[src/rtl/key_debounce_module_pkg.sv]
// Shared definitions for the key debounce block: FSM state encoding and 50 MHz timing defaults.
package key_debounce_module_pkg;

  typedef enum logic [1:0] {
    IDLE         = 2'd0,
    PRESS_WAIT   = 2'd1,
    PRESSED      = 2'd2,
    RELEASE_WAIT = 2'd3
  } key_fsm_t;

  // 10 ms debounce window and 1 s long-press threshold at 50 MHz
  localparam int unsigned DEF_T_DEB  = 500_000;
  localparam int unsigned DEF_T_LONG = 50_000_000;

endpackage

[src/rtl/key_debounce_module_sync.sv]
// Two-flop synchroniser for an active-low key pin; both flops reset to the released level (1).
module key_sync_module (
  input  logic clk,
  input  logic rst,
  input  logic d,
  output logic q
);

  logic meta;

  always_ff @(posedge clk) begin
    if (rst) begin
      meta <= 1'b1;
      q    <= 1'b1;
    end else begin
      meta <= d;
      q    <= meta;
    end
  end

endmodule

[src/rtl/key_debounce_module.sv]
// Debounced active-low key: synchroniser, counter-based debounce FSM, press/release/long strobes.
// Long-press detection is built only when KEY_LONG_PRESS_EN is defined; otherwise Key_Long is 0.
module key_debounce_module
  import key_debounce_module_pkg::*;
#(
  parameter int unsigned T_DEB  = DEF_T_DEB,
  parameter int unsigned T_LONG = DEF_T_LONG
) (
  input  logic CLK,
  input  logic RST,
  input  logic Key_In,
  output logic Key_State,
  output logic Key_Down,
  output logic Key_Up,
  output logic Key_Long
);

  localparam int unsigned DW = $clog2(T_DEB);
  localparam logic [DW-1:0] DEB_LAST = DW'(T_DEB - 1);

  if (T_DEB < 2 || T_LONG <= T_DEB) begin : g_param_check
    $error("key_debounce_module: need T_DEB >= 2 and T_LONG > T_DEB");
  end

  logic     s1;
  key_fsm_t state;
  logic [DW-1:0] cnt;

  key_sync_module u_sync (
    .clk (CLK),
    .rst (RST),
    .d   (Key_In),
    .q   (s1)
  );

  // s1 is active-low: 0 means the key reads pressed
  always_ff @(posedge CLK) begin
    if (RST) begin
      state     <= IDLE;
      cnt       <= '0;
      Key_State <= 1'b0;
      Key_Down  <= 1'b0;
      Key_Up    <= 1'b0;
    end else begin
      Key_Down <= 1'b0;
      Key_Up   <= 1'b0;
      unique case (state)
        IDLE: begin
          if (!s1) begin
            state <= PRESS_WAIT;
            cnt   <= DW'(1);
          end
        end
        PRESS_WAIT: begin
          if (s1) begin
            state <= IDLE;
            cnt   <= '0;
          end else if (cnt == DEB_LAST) begin
            state     <= PRESSED;
            cnt       <= '0;
            Key_Down  <= 1'b1;
            Key_State <= 1'b1;
          end else begin
            cnt <= cnt + DW'(1);
          end
        end
        PRESSED: begin
          if (s1) begin
            state <= RELEASE_WAIT;
            cnt   <= DW'(1);
          end
        end
        RELEASE_WAIT: begin
          if (!s1) begin
            state <= PRESSED;
            cnt   <= '0;
          end else if (cnt == DEB_LAST) begin
            state     <= IDLE;
            cnt       <= '0;
            Key_Up    <= 1'b1;
            Key_State <= 1'b0;
          end else begin
            cnt <= cnt + DW'(1);
          end
        end
      endcase
    end
  end

`ifdef KEY_LONG_PRESS_EN
  localparam int unsigned LW = $clog2(T_LONG);
  localparam logic [LW-1:0] LONG_LAST = LW'(T_LONG - 1);

  logic [LW-1:0] lcnt;
  logic          long_done;
  logic          held;
  logic          release_accept;

  assign held           = (state == PRESSED) || (state == RELEASE_WAIT);
  assign release_accept = (state == RELEASE_WAIT) && s1 && (cnt == DEB_LAST);

  // Counter restarts while not held, so it is always fresh on the edge after Key_Down.
  // The release-accept edge is excluded so Key_Long never coincides with Key_Up.
  always_ff @(posedge CLK) begin
    if (RST) begin
      lcnt      <= '0;
      long_done <= 1'b0;
      Key_Long  <= 1'b0;
    end else begin
      Key_Long <= 1'b0;
      if (!held) begin
        lcnt      <= '0;
        long_done <= 1'b0;
      end else if (!long_done && !release_accept) begin
        if (lcnt == LONG_LAST) begin
          Key_Long  <= 1'b1;
          long_done <= 1'b1;
        end else begin
          lcnt <= lcnt + LW'(1);
        end
      end
    end
  end
`else
  assign Key_Long = 1'b0;
`endif

endmodule

[config.mk]
export PLATFORM = sky130hd
export DESIGN_NAME = key_debounce_module
export DESIGN_NICKNAME = d
export VERILOG_FILES = /design/src/rtl/key_debounce_module_pkg.sv /design/src/rtl/key_debounce_module_sync.sv /design/src/rtl/key_debounce_module.sv
export SDC_FILE = /design/constraint.sdc
export NUM_CORES = 1
export LEC_CHECK = 0
export ABC_AREA = 0
export BUFFER_PORTS_ARGS = -buffer_cell sky130_fd_sc_hd__buf_2
export CORE_MARGIN = 2
export CORE_UTILIZATION = 63
export CTS_CLUSTER_DIAMETER = 60
export DETAILED_ROUTE_END_ITERATION = 10
export PLACE_DENSITY = 0.82
export SLEW_MARGIN = 25
export SYNTH_ARGS = -nofsm -noshare
export SYNTH_HDL_FRONTEND = slang
export SYNTH_HIERARCHICAL = 1
export SYNTH_SLANG_ARGS = --single-unit
export TNS_END_PERCENT = 50
[constraint.sdc]
create_clock -name CLK -period 5.5 [get_ports CLK]
set_input_delay 0.275 -clock CLK [delete_from_list [all_inputs] [get_ports CLK]]
set_output_delay 0.275 -clock CLK [all_outputs]
set_load 0.02 [all_outputs]
**Word level (Yosys, flattened, before mapping)**

Index checks and enable logic that the tools add are counted.

- Muxes and demuxes: 19
- Equal/unequal tests: 12
- Reduce and logical (&&, ||, !) cells: 7
- Magnitude comparators: 0
- Bitwise logic cells: 3
- Shift-type cells: 0
- Multipliers: 0
- Div/mod/pow operators: 0
- Add/sub/neg operators: 1

Operator list:

| operator | number |
|---|---|
| two-way mux 19 bit | 5 |
| case mux 19 bit (4 select lines) | 1 |
| adder 19 x 1 -> 19 bit, second input constant | 1 |
| equality test 19 bit, second input constant | 1 |
| two-way mux 2 bit | 6 |
| inequality test 2 bit, second input constant | 4 |
| case mux 2 bit (4 select lines) | 1 |
| OR reduction 3 bit | 2 |
| two-way mux 1 bit | 5 |
| AND reduction 5 bit | 1 |
| equality test 2 bit, second input constant | 2 |
| inequality test 2 x 1 -> 1 bit, second input constant | 2 |
| AND reduction 4 bit | 1 |
| inequality test 3 x 2 -> 1 bit, second input constant | 1 |
| inequality test 3 bit, second input constant | 1 |
| NOT 1 bit | 3 |
| equality test 2 x 1 -> 1 bit, second input constant | 1 |
| zero test 2 bit | 1 |
| case mux 1 bit (2 select lines) | 1 |
| AND reduction 2 bit | 1 |
| nonzero test 2 bit | 1 |

- Input port bits: 3
- Logic and storage cells: 49
- Bits in latches: 0
- RAM bits: 0
- Bits in registers: 26
- Memory bits (read-only): 0
- Output and inout bits: 4
- Memories: 0

**Depth between registers and ports, before layout**

- Depth in word-level cells: 4
- Depth in mapped cells: 9
- Gate-level depth less buffers: 6

**By module**

The synthesis kept the hierarchy.

By module, submodules not included:

| module | sequential area each (um2) | cells each | area each (um2) | times used |
|---|---|---|---|---|
| key_debounce_module | 480.5 | 147 | 1,260.0 | 1 |
| key_sync_module | 40.0 | 4 | 52.6 | 1 |

**Least setup slack after synthesis**

OpenSTA, ideal clock, no wires.

- Path kind: register to register
- Start: register cnt[0]
- End: register cnt[14]
- Setup slack: 3,556 ps
- Period minus slack after synthesis: 1,944 ps
- Data arrival time: 1,848 ps
- Library setup time: 96 ps
- Path buffers: 2
- Cell stages (with the launch flop): 9
- Path through: dfxtp_1 -> ha_1 -> and4_1 -> clkbuf_1 -> and4b_1 -> a211oi_2 -> buf_6 -> inv_2 -> o41ai_2

- Cells in the longest elaborated chain, start to end: 4
- Elaborated cells on any way between the ends: 6

Ends and longest elaborated chain:

| item | RTL line | RTL |
|---|---|---|
| start: declaration | key_debounce_module.sv:27 | `logic [DW-1:0] cnt;` |
| start signal: assignment | key_debounce_module.sv:64 | `cnt <= cnt + DW'(1);` |
| start signal: assignment | key_debounce_module.sv:83 | `cnt <= cnt + DW'(1);` |
| adder 19 x 1 -> 19 bit or equality test 19 bit (tied branches) | n/a |  |
| two-way mux 19 bit (*) | key_debounce_module.sv:58, key_debounce_module.sv:77 |  |
| two-way mux 19 bit, on equally long branches | key_debounce_module.sv:74, key_debounce_module.sv:55 |  |
| case mux 19 bit (4 select lines) (*) | key_debounce_module.sv:47 | `unique case (state)` |

Every way passes the cells marked *; elsewhere a longest branch is shown, timed or not.
A chain may end at the register's enable or synchronous reset.

**Worst setup path after layout**

Ends and elaborated chain as after synthesis.

==> results.md <==
- Outcome: finished clean
- Largest net degree at the start of global routing: 20
- RSZ-0062 raised after global routing: no
- Antenna diodes: 0
- Fin worst setup slack: roughly 2900 ps
- Power Dens Cells: ~210 nW/um^2
- Nets: around 160
- Async S/R FF share, synth: 0%
- Top post-synthesis cells by area: dfxtp_1 (40%), a31oi_1 (5.7%), nand3_1 (4.6%)
- Post-route clock period utilization: 46.68%
- Setup_tns: 0 ps
- Main combinational cell family by area after synthesis: simple AND/OR/NAND/NOR gates
- Placer's final routability congestion estimate: approximately 0.84
- Post-synthesis sequential area ratio: between 30 and 40%
- Worst VDD drop: ~150 uV
- Syn Std Cell Area: 1313 um^2
- Post-CTS setup buffer count: 0
- Routed WL per cell: approximately 14 um
- Via density: about 6.3
- Crit-path cells: ha_1 > and4_1 > and4b_1 > a211oi_2 > buf_4 > inv_2 > o41ai_2
- Leading area contributor after synthesis: dfxtp_1
- Initial Util: about two thirds
- Final setup violation count: 0
- Yosys cell types: 51
- Count of final hold-check violations: 0
- Crit end category: register
- Layout cells sized above 1: 13.73%
- Starting DRC count in detailed routing: 35
- Ys Warns: 6
- Clock Skew: 9.778 ps
- Final ANT Viol Nets: 0
- Post-synth top area share: around 40%
- Initial antenna violation count: 0
- Htree depth: 1
- Worst-margin pin slew: between 600 and 700 ps
- Min Tclk post-route: roughly 2600 ps
- DIE HEIGHT: around 50 um
- Startpoint type of the worst setup path: register
- Drt pass-1 iters: 4
- FMAX: a little under 0.4 GHz
- Max FO, Critical Path: 19
- Arrival @ worst endpoint: 2800 ps
- CP max-delay cell: a211oi_2
- Post-Syn Nets: about 160
- Post-synthesis simple-gate area fraction: between 30% and 40%
- Root Buffer: clkbuf_4
- CP Data Required Time: 5730 ps
- Cells after Synth: between 150 and 200
- # IOs: 7
- Number of fill cells: between 150 and 200
- Post-Route Utilization: 69.07%
- Total chip power: approximately 290 uW
- Vias in the first global route: slightly above 1000
- Synth Area in Adders: 0.9533%
- R2r startpoint: cnt[0]
- P_leak: around 0.00046 uW
- Complex-gate fraction of the synthesized area: a little over a fifth
- CTS sink cnt: 26
- # port buffers: 5
- Footprint of the multi-input gates: around 730 um^2
- MaxCap Viol Count: 0
- Crit. Startpoint: cnt[0]
- Worst path max stage delay: approximately 600 ps
- HP Class: in -> reg
- Chip Width: approximately 50 um
- Mean Syn Cell Area: 8.692 um^2
- Ys flop type: dfxtp_1
- Grt ovf: 0
- Post-CTS resize count: 0
- Clock transition at the registers of the reported paths: about 130 ps
- Post-synth EDFFs: 0
- Non-Filler Instances: 180
- Residual DRC: 0
- Mux share of post-synthesis cell area: between 1.5 and 2%
- Min-delay src: Key_In
- Register bit count reported by yosys: 26
- Slew margin rel.: approximately 57%
- Routed wire length: ~2500 um
- # rows: 16
- First-pass GRT wire length: approximately 4300 um
- Detailed-route via count: roughly 1100
- Syn-to-layout area delta: 3.241%
- Total GRT Usage: a little under a quarter
- FF+latch area: roughly 520 um^2
- Final Max Slew Viols: 0
- Cells after DPL: between 150 and 200
- Hold buffers post-CTS: 0
- Worst skew pair latency: around 320 ps
- HPWL after DPL: approximately 1800 um
- Synth Area in XOR/XNOR: less than 1%
- CTS Buf Count: 3
- Pre-CTS setup slack: approximately 3000 ps
- Core area: around 2000 um^2
- Die Area: about 2500 um^2
- Crit Path Class: reg -> reg
- CTS tree: done
- Worst-case clock buffer depth: 2
through the flow:
stage	area [um^2]	hold slack, ps
floorplan	1313	372.1
global placement	1333	405.2
detailed placement	1333	417.9
CTS	1355	127.8
global route	1355	118.6
finish	1355	126.3
cells by family (layout without fill, tap and decap cells):
group	Yosys count	after routing
multiplexers	2	2
adder cells (fa/ha/maj)	1	1
flip-flops	26	26
AO/OA/AOI/OAI	39	39
buffers and inverters	11	13
XOR/XNOR	1	1
other	1	1
AND/OR/NAND/NOR	70	70
metal layers:
metal | global-route usage, % | up-vias | routed length [um]
li1 | - | 566 | -
met1 | 28.08 | 532 | 1093
met2 | 37.56 | 26 | 1218
met3 | 3.939 | 8 | 109
met4 | 11.11 | 0 | 55
met5 | 0 | - | 0
cells in the mapped netlist (2+ instances only):
cell,count
dfxtp_1,26
nand2_1,15
a31oi_1,12
nand3_1,12
a21oi_1,11
nor2_1,10
nand2b_1,6
a41oi_1,3
and2_1,3
and3_1,3
inv_1,3
and4_1,2
buf_6,2
clkbuf_1,2
nor2b_1,2
nor3_1,2
or2_1,2
or3_1,2
critical path: cells and delay by family (launching register included):
family                   cells  cell delay (ps)
buffers and inverters        2              420
AND/OR/NAND/NOR              2              560
adder cells (fa/ha/maj)      1              240
flip-flops                   1              360
AO/OA/AOI/OAI                2              900
worst paths after layout:
kind	depth (start not counted)	slack, ps	to
worst max-delay path	7	2930	cnt[14]
worst max register to register	7	2930	cnt[14]
worst min-delay path	2	130	u_sync/meta
worst min register to register	1	460	u_sync/q
report_power, final:
part | total (uW) | leakage (uW) | internal, uW | switching (uW)
clock network | 77.3 | 0.0000138 | 25.6 | 51.7
logic | 18.9 | 0.000235 | 6.61 | 12.2
registers | 194 | 0.000210 | 191 | 3.01
total | 290 | 0.000459 | 224 | 66.9
flip-flops by register name, summed over array words and instances, names as in the netlist, named ones only:
register	count
state	1
Key_Down	1
Key_State	1
u_sync/meta	1
u_sync/q	1
cnt	19
Key_Up	1
final cells by class:
cell class,count,area share [%]
Multi-Input combinational cell,114,53.92
Sequential cell,26,38.41
Tap cell,27,2.493
Timing Repair Buffer,6,2.401
Clock buffer,3,1.662
Inverter,4,1.108
cells in the final DEF, fill, tap and decap left out, types with 2 or more instances in the layout:
cell type	n
and4_1	2
buf_2	5
dfxtp_1	26
nand2b_1	6
nor2b_1	2
nor3_1	2
or2_1	2
nor2_1	10
and2_1	3
inv_1	3
and3_1	3
or3_1	2
clkbuf_4	3
a21oi_1	11
a41oi_1	3
a31oi_1	12
nand3_1	12
nand2_1	15
Power figures use the tool's default switching activity.
